**src/rtl/hb_sp_access_ctrl.sv**
```systemverilog
// Master-side sequencer: one LSU request at a time onto the XT_HBUS SystemPeripheral.
// Loads and sub-word stores read first; sub-word stores then write back the merged word.
module hb_sp_access_ctrl #(
    parameter int unsigned TIMEOUT_CYCLES = 15
) (
    input  logic        hb_clk,
    input  logic        rst_sync,
    input  logic        req_valid,
    output logic        req_ready,
    input  logic        req_we,
    input  logic [31:0] req_addr,
    input  logic [1:0]  req_size,
    input  logic [31:0] req_wdata,
    output logic        rsp_valid,
    output logic [31:0] rsp_rdata,
    output logic        rsp_err,
    output logic [31:0] hb_raddr,
    output logic [31:0] hb_waddr,
    output logic [31:0] hb_wdata,
    output logic        sel_ren,
    output logic        sel_wen,
    input  logic        read_finish,
    input  logic        write_finish,
    input  logic [31:0] slave_rdata
);

    localparam int unsigned DW = 32;
    localparam int unsigned CW = 8;
    localparam logic [CW-1:0] TMO_LAST = CW'(TIMEOUT_CYCLES - 1);
    localparam logic          TMO_EN   = (TIMEOUT_CYCLES != 0);

    typedef enum logic [1:0] {
        S_IDLE = 2'd0,
        S_RD   = 2'd1,
        S_WR   = 2'd2,
        S_RESP = 2'd3
    } state_t;

    state_t          state, state_n;
    logic            we_q, we_n;
    logic [1:0]      size_q, size_n;
    logic [1:0]      lane_q, lane_n;
    logic [DW-1:0]   wd_q, wd_n;
    logic [DW-1:0]   raddr_n, waddr_n, hbw_n, rdata_n;
    logic            err_n;
    logic [CW-1:0]   tmo_cnt, cnt_n;
    logic            mis_c;
    logic            tmo_hit_c;

    // Replace the addressed byte/half lane of the old word with right-aligned store data.
    function automatic logic [DW-1:0] merge_lane(input logic [DW-1:0] old,
                                                 input logic [1:0]    size,
                                                 input logic [1:0]    lane,
                                                 input logic [DW-1:0] wd);
        logic [DW-1:0] r;
        r = old;
        case (size)
            2'd0: begin
                case (lane)
                    2'd0: r[7:0]   = wd[7:0];
                    2'd1: r[15:8]  = wd[7:0];
                    2'd2: r[23:16] = wd[7:0];
                    default: r[31:24] = wd[7:0];
                endcase
            end
            2'd1: begin
                if (lane[1]) r[31:16] = wd[15:0];
                else         r[15:0]  = wd[15:0];
            end
            default: r = wd;
        endcase
        return r;
    endfunction

    // Alignment / size legality of the incoming request.
    always_comb begin
        mis_c = ((req_size == 2'd1) && req_addr[0]) ||
                ((req_size == 2'd2) && (req_addr[1:0] != 2'b00)) ||
                (req_size == 2'd3);
    end

    // Timeout fires on the last allowed wait cycle when no finish arrives.
    always_comb begin
        tmo_hit_c = TMO_EN && (tmo_cnt == TMO_LAST);
    end

    // Next-state and next-register values.
    always_comb begin
        state_n = state;
        we_n    = we_q;
        size_n  = size_q;
        lane_n  = lane_q;
        wd_n    = wd_q;
        raddr_n = hb_raddr;
        waddr_n = hb_waddr;
        hbw_n   = hb_wdata;
        rdata_n = '0;
        err_n   = 1'b0;
        cnt_n   = tmo_cnt;
        case (state)
            S_IDLE: begin
                if (req_valid) begin
                    raddr_n = {req_addr[31:2], 2'b00};
                    waddr_n = {req_addr[31:2], 2'b00};
                    we_n    = req_we;
                    size_n  = req_size;
                    lane_n  = req_addr[1:0];
                    wd_n    = req_wdata;
                    cnt_n   = '0;
                    if (mis_c) begin
                        state_n = S_RESP;
                        err_n   = 1'b1;
                    end else if (req_we && (req_size == 2'd2)) begin
                        state_n = S_WR;
                        hbw_n   = req_wdata;
                    end else begin
                        state_n = S_RD;
                    end
                end
            end
            S_RD: begin
                if (read_finish) begin
                    if (we_q) begin
                        state_n = S_WR;
                        hbw_n   = merge_lane(slave_rdata, size_q, lane_q, wd_q);
                        cnt_n   = '0;
                    end else begin
                        state_n = S_RESP;
                        rdata_n = slave_rdata;
                    end
                end else if (tmo_hit_c) begin
                    state_n = S_RESP;
                    err_n   = 1'b1;
                end else begin
                    cnt_n = tmo_cnt + CW'(1);
                end
            end
            S_WR: begin
                if (write_finish) begin
                    state_n = S_RESP;
                end else if (tmo_hit_c) begin
                    state_n = S_RESP;
                    err_n   = 1'b1;
                end else begin
                    cnt_n = tmo_cnt + CW'(1);
                end
            end
            S_RESP: begin
                state_n = S_IDLE;
            end
            default: begin
                state_n = S_IDLE;
            end
        endcase
    end

    // State and registered outputs; bus strobes and handshakes follow the next state.
    always_ff @(posedge hb_clk) begin
        if (rst_sync) begin
            state     <= S_IDLE;
            we_q      <= 1'b0;
            size_q    <= 2'd0;
            lane_q    <= 2'd0;
            wd_q      <= '0;
            hb_raddr  <= '0;
            hb_waddr  <= '0;
            hb_wdata  <= '0;
            rsp_valid <= 1'b0;
            rsp_err   <= 1'b0;
            rsp_rdata <= '0;
            tmo_cnt   <= '0;
            sel_ren   <= 1'b0;
            sel_wen   <= 1'b0;
            req_ready <= 1'b1;
        end else begin
            state     <= state_n;
            we_q      <= we_n;
            size_q    <= size_n;
            lane_q    <= lane_n;
            wd_q      <= wd_n;
            hb_raddr  <= raddr_n;
            hb_waddr  <= waddr_n;
            hb_wdata  <= hbw_n;
            rsp_valid <= (state_n == S_RESP);
            rsp_err   <= err_n;
            rsp_rdata <= rdata_n;
            tmo_cnt   <= cnt_n;
            sel_ren   <= (state_n == S_RD);
            sel_wen   <= (state_n == S_WR);
            req_ready <= (state_n == S_IDLE);
        end
    end

endmodule

```
**config.mk**
```make
export PLATFORM = sky130hd
export DESIGN_NAME = hb_sp_access_ctrl
export DESIGN_NICKNAME = d
export VERILOG_FILES = /design/src/rtl/hb_sp_access_ctrl.sv
export SDC_FILE = /design/constraint.sdc
export NUM_CORES = 1
export LEC_CHECK = 0
export ABC_AREA = 1
export CAP_MARGIN = 20
export CORE_UTILIZATION = 48
export CTS_BUF_LIST = sky130_fd_sc_hd__clkbuf_4
export DETAILED_ROUTE_END_ITERATION = 12
export GPL_ROUTABILITY_DRIVEN = 0
export MAX_ROUTING_LAYER = met4
export PLACE_DENSITY = 0.83
export RECOVER_POWER = 50
export SYNTH_ARGS = -nofsm -noshare
export SYNTH_HDL_FRONTEND = slang
export SYNTH_SLANG_ARGS = --single-unit
```
**constraint.sdc**
```tcl
create_clock -name hb_clk -period 2.2 [get_ports hb_clk]
set_input_delay 0.33 -clock hb_clk [delete_from_list [all_inputs] [get_ports hb_clk]]
set_output_delay 0.33 -clock hb_clk [all_outputs]
set_load 0.01 [all_outputs]
```
==> reports/qor.yml <==
setup_path:
  cp_max_fo: 38
  crit_path_max_incr_delay_ns: 0.40
  worst_r2r_startpoint: "state[1]"
  timing.critical_path.to_type: "flop"
  worst-endpoint-arrival_ns: 2.37
  slowest_stage: "buf_4"
  critical_path_depth: 10
  rrSetupSlack_ns: 0.26
  critical_path_buf_inv_count: 2
  critical_path.cell_chain: "inv_1 > ha_1 > buf_4 > nand2_1 > a21oi_1 > nand2_1 > nand2_1 > nand2_1 > nand2_1 > nor2_1"
  worst_setup_startpoint: "state[1]"
  cp.required_ns: 2.63
  setup.worst_path.end: "hb_wdata[21]"
  critical_path.startpoint_type: "flop"
  worst-setup-path-type: "reg -> reg"
  timing.reg2reg.worst_path_depth: 10
  timing.critical_path.mode_cell: "nand2_1"
  rr_endpoint: "hb_wdata[21]"
  worst_path_dominant_cell_family: "buffers and inverters"
floorplan:
  die-width_microns: 126
  placeableCoreArea_sq_um: 14800
  dieHeight_microns: 126
  design.die.area_sq_um: 15800
  initial_core_util_pct: 49.9
  floorplan.rows: 44
  io-pin-count: 237
finish:
  layout-area-overhead-vs-synth_pct: 34.3
  final_instance_area_sq_um: 9900
  num-fill-cells: 1277
  fin_util_pct: 67.1
  layout-drive-gt1-share_pct: 6.30
  final_common_cell: "nand2_1"
  nNetsFinal: 1449
  final_cell_mix: "330 x nand2_1, 193 x nor2_1, 177 x clkdlybuf4s50_1"
cts:
  cts-root-to-sink-buffers: 2
  cts-hold-fix-buffers: 0
  post-cts-setup-buffer-count: 0
  worst_setup_hold_path_clk_slew_ns: 0.12
  htreeDepth: 4
  cts_sinks: 146
  root_buffer: "clkbuf_4"
  clock_tree_from_tritoncts: "built"
  clkLatencyLatePin_ns: 0.55
  cts_made_buffers: 17
  cts_repair_resize_count: 0
grt:
  grt.overflow.total: 0
  number_of_global_route_vias_before_repair: 6981
  grt_first_pass_wirelength_microns: 35400
  number_of_antenna_violations_at_the_first_check_in_global_routing: 1
  global_route.usage.total_pct: 29.0
  grt_max_degree: 82
hold_path:
  holdPathStages: 3
  min_delay_worst_type: "in -> reg"
synthesis:
  syn-cell-area_sq_um: 7370
  synthCells: 1157
  ys_ff_latch: 146
  synth.distinct_cells: 25
  number_of_warning_messages_in_the_yosys_log: 0
  synthesis.area_per_instance_sq_um: 6.37
  seq_area_frac_synth_pct: 39.7
sta:
  final-hold-violation-count: 0
  relSlewSlack_pct: 51.8
  finalMaxSlewViolations: 0
  setup_repair_after_global_routing_missed_its_margin: "no"
  min_period_ns: 1.94
  timing.final.setup_violations: 0
  fin_crit_sh_pct: 88.3
  fin_ws_ns: 0.257
  fin_worst_skew_ns: 0.0219
  max_slew.worst_pin.slew_ns: 0.723
  timing.setup.tns_ns: 0
  fmaxAchievable_ghz: 0.515
routing:
  ant_nets: 0
  drt_wl_total_microns: 22100
  via_count: 7859
  dr.first_iter.drc_count: 900
  drt_pre_antenna_iters: 5
  dr_vias_cell: 5.12
  wl_per_cell_microns: 14.4
  drc: 0
run_status:
  status: "complete, no violations"
power_and_ir_drop:
  power-per-cell-area_nw_per_um2: 1170
  switching_share_pct: 42.0
  vdd_drop_max_mv: 0.773
  power.leakage_uw: 0.00467
  total_design_power_uw: 11500
  pwr-share-comb_pct: 51.5
  p_int_uw: 6690
  seqPwrFrac_pct: 33.3
  p_clk_share_pct: 15.1
  power.switching_uw: 4840
place:
  portBuffers: 232
  postPlaceCellArea_sq_um: 9610
  hpwl_microns: 16000
  detailedPlace.worstSlack_ns: 0.211
run:
  maxCapViolations: 0
worst reg2reg max path, stage by stage, from the launching register on:
cell     delay (ns)
dfxtp_1        0.38
inv_1          0.13
ha_1           0.32
buf_4          0.40
nand2_1        0.12
a21oi_1        0.15
nand2_1        0.08
nand2_1        0.09
nand2_1        0.07
nand2_1        0.07
nor2_1         0.04
cells in the mapped netlist, drive strengths merged:
master | count | area, sq um
dfxtp | 146 | 2920
buf | 65 | 418
inv | 119 | 447
ha | 8 | 100
nor3 | 2 | 10.0
o211ai | 11 | 82.6
nor2 | 195 | 732
clkinv | 1 | 5.00
a31oi | 1 | 6.26
a21oi | 68 | 340
nand2 | 334 | 1260
conb | 1 | 3.75
or2 | 26 | 163
nand3b | 1 | 7.51
nand3 | 70 | 350
nand4 | 3 | 18.8
o22ai | 1 | 6.26
a21boi | 1 | 7.51
clkbuf | 29 | 109
o21ai | 75 | 375
area by class of cell:
type / instances / area (sq um) / area share, %
antenna: 1 / 2.50 / 0.0253
clock inverter: 13 / 143 / 1.44
multi-input combinational: 800 / 3480 / 35.2
tap: 184 / 230 / 2.33
clock buffer: 19 / 143 / 1.44
sequential: 146 / 2920 / 29.5
inverter: 120 / 452 / 4.56
timing repair buffer: 252 / 2520 / 25.5
worst min path at each step:
stage / from / endpoint
4_1_cts: slave_rdata[22] / rsp_rdata[22]
3_3_place_gp: tmo_cnt[7] / tmo_cnt[7]
5_1_grt: slave_rdata[22] / rsp_rdata[22]
3_5_place_dp: wd_q[21] / wd_q[21]
6_report: slave_rdata[21] / rsp_rdata[21]
2_1_floorplan: rst_sync / tmo_cnt[1]
metrics by stage:
step / hold WS [ns] / cells
global placement: 0.456 / 1502
detailed placement: 0.471 / 1502
finish: 0.363 / 1535
floorplan: 0.399 / 1160
CTS: 0.317 / 1534
global route: 0.311 / 1535
layer usage:
metal / vias to the layer above / routed length, microns / GRT usage [%]
met4: 0 / 631 / 11.8
met3: 49 / 2000 / 6.84
met5: - / 0 / -
met2: 415 / 10000 / 44.1
met1: 3492 / 9460 / 36.9
li1: 3903 / - / -
flip-flops by register name (all words and copies together), names as in the netlist:
register	flops
req_ready	1
state	2
size_q	2
hb_wdata	32
lane_q	2
rsp_valid	1
sel_ren	1
sel_wen	1
rsp_rdata	32
hb_waddr	30
tmo_cnt	8
rsp_err	1
we_q	1
wd_q	32
power by group through the flow:
stage	Sequential [uW]	Combinational (uW)	Clock, uW
3_5_place_dp	3900	5940	0
3_3_place_gp	3890	5830	0
2_1_floorplan	4010	3550	0
6_report	3840	5940	1740
4_1_cts	3850	5970	1770
5_1_grt	3920	6590	1900
cell families (layout without fill, tap and decap cells):
| group | after synthesis | in the layout | share of synthesized area (%) |
|---|---|---|---|
| buf+inv | 214 | 404 | 13.3 |
| flops | 146 | 146 | 39.7 |
| compound gates | 157 | 157 | 11.1 |
| simple gates | 631 | 631 | 34.5 |
| other cells | 1 | 5 | 0.0509 |
| fa+ha+maj | 8 | 8 | 1.36 |
(Power assumes the default switching activity.)
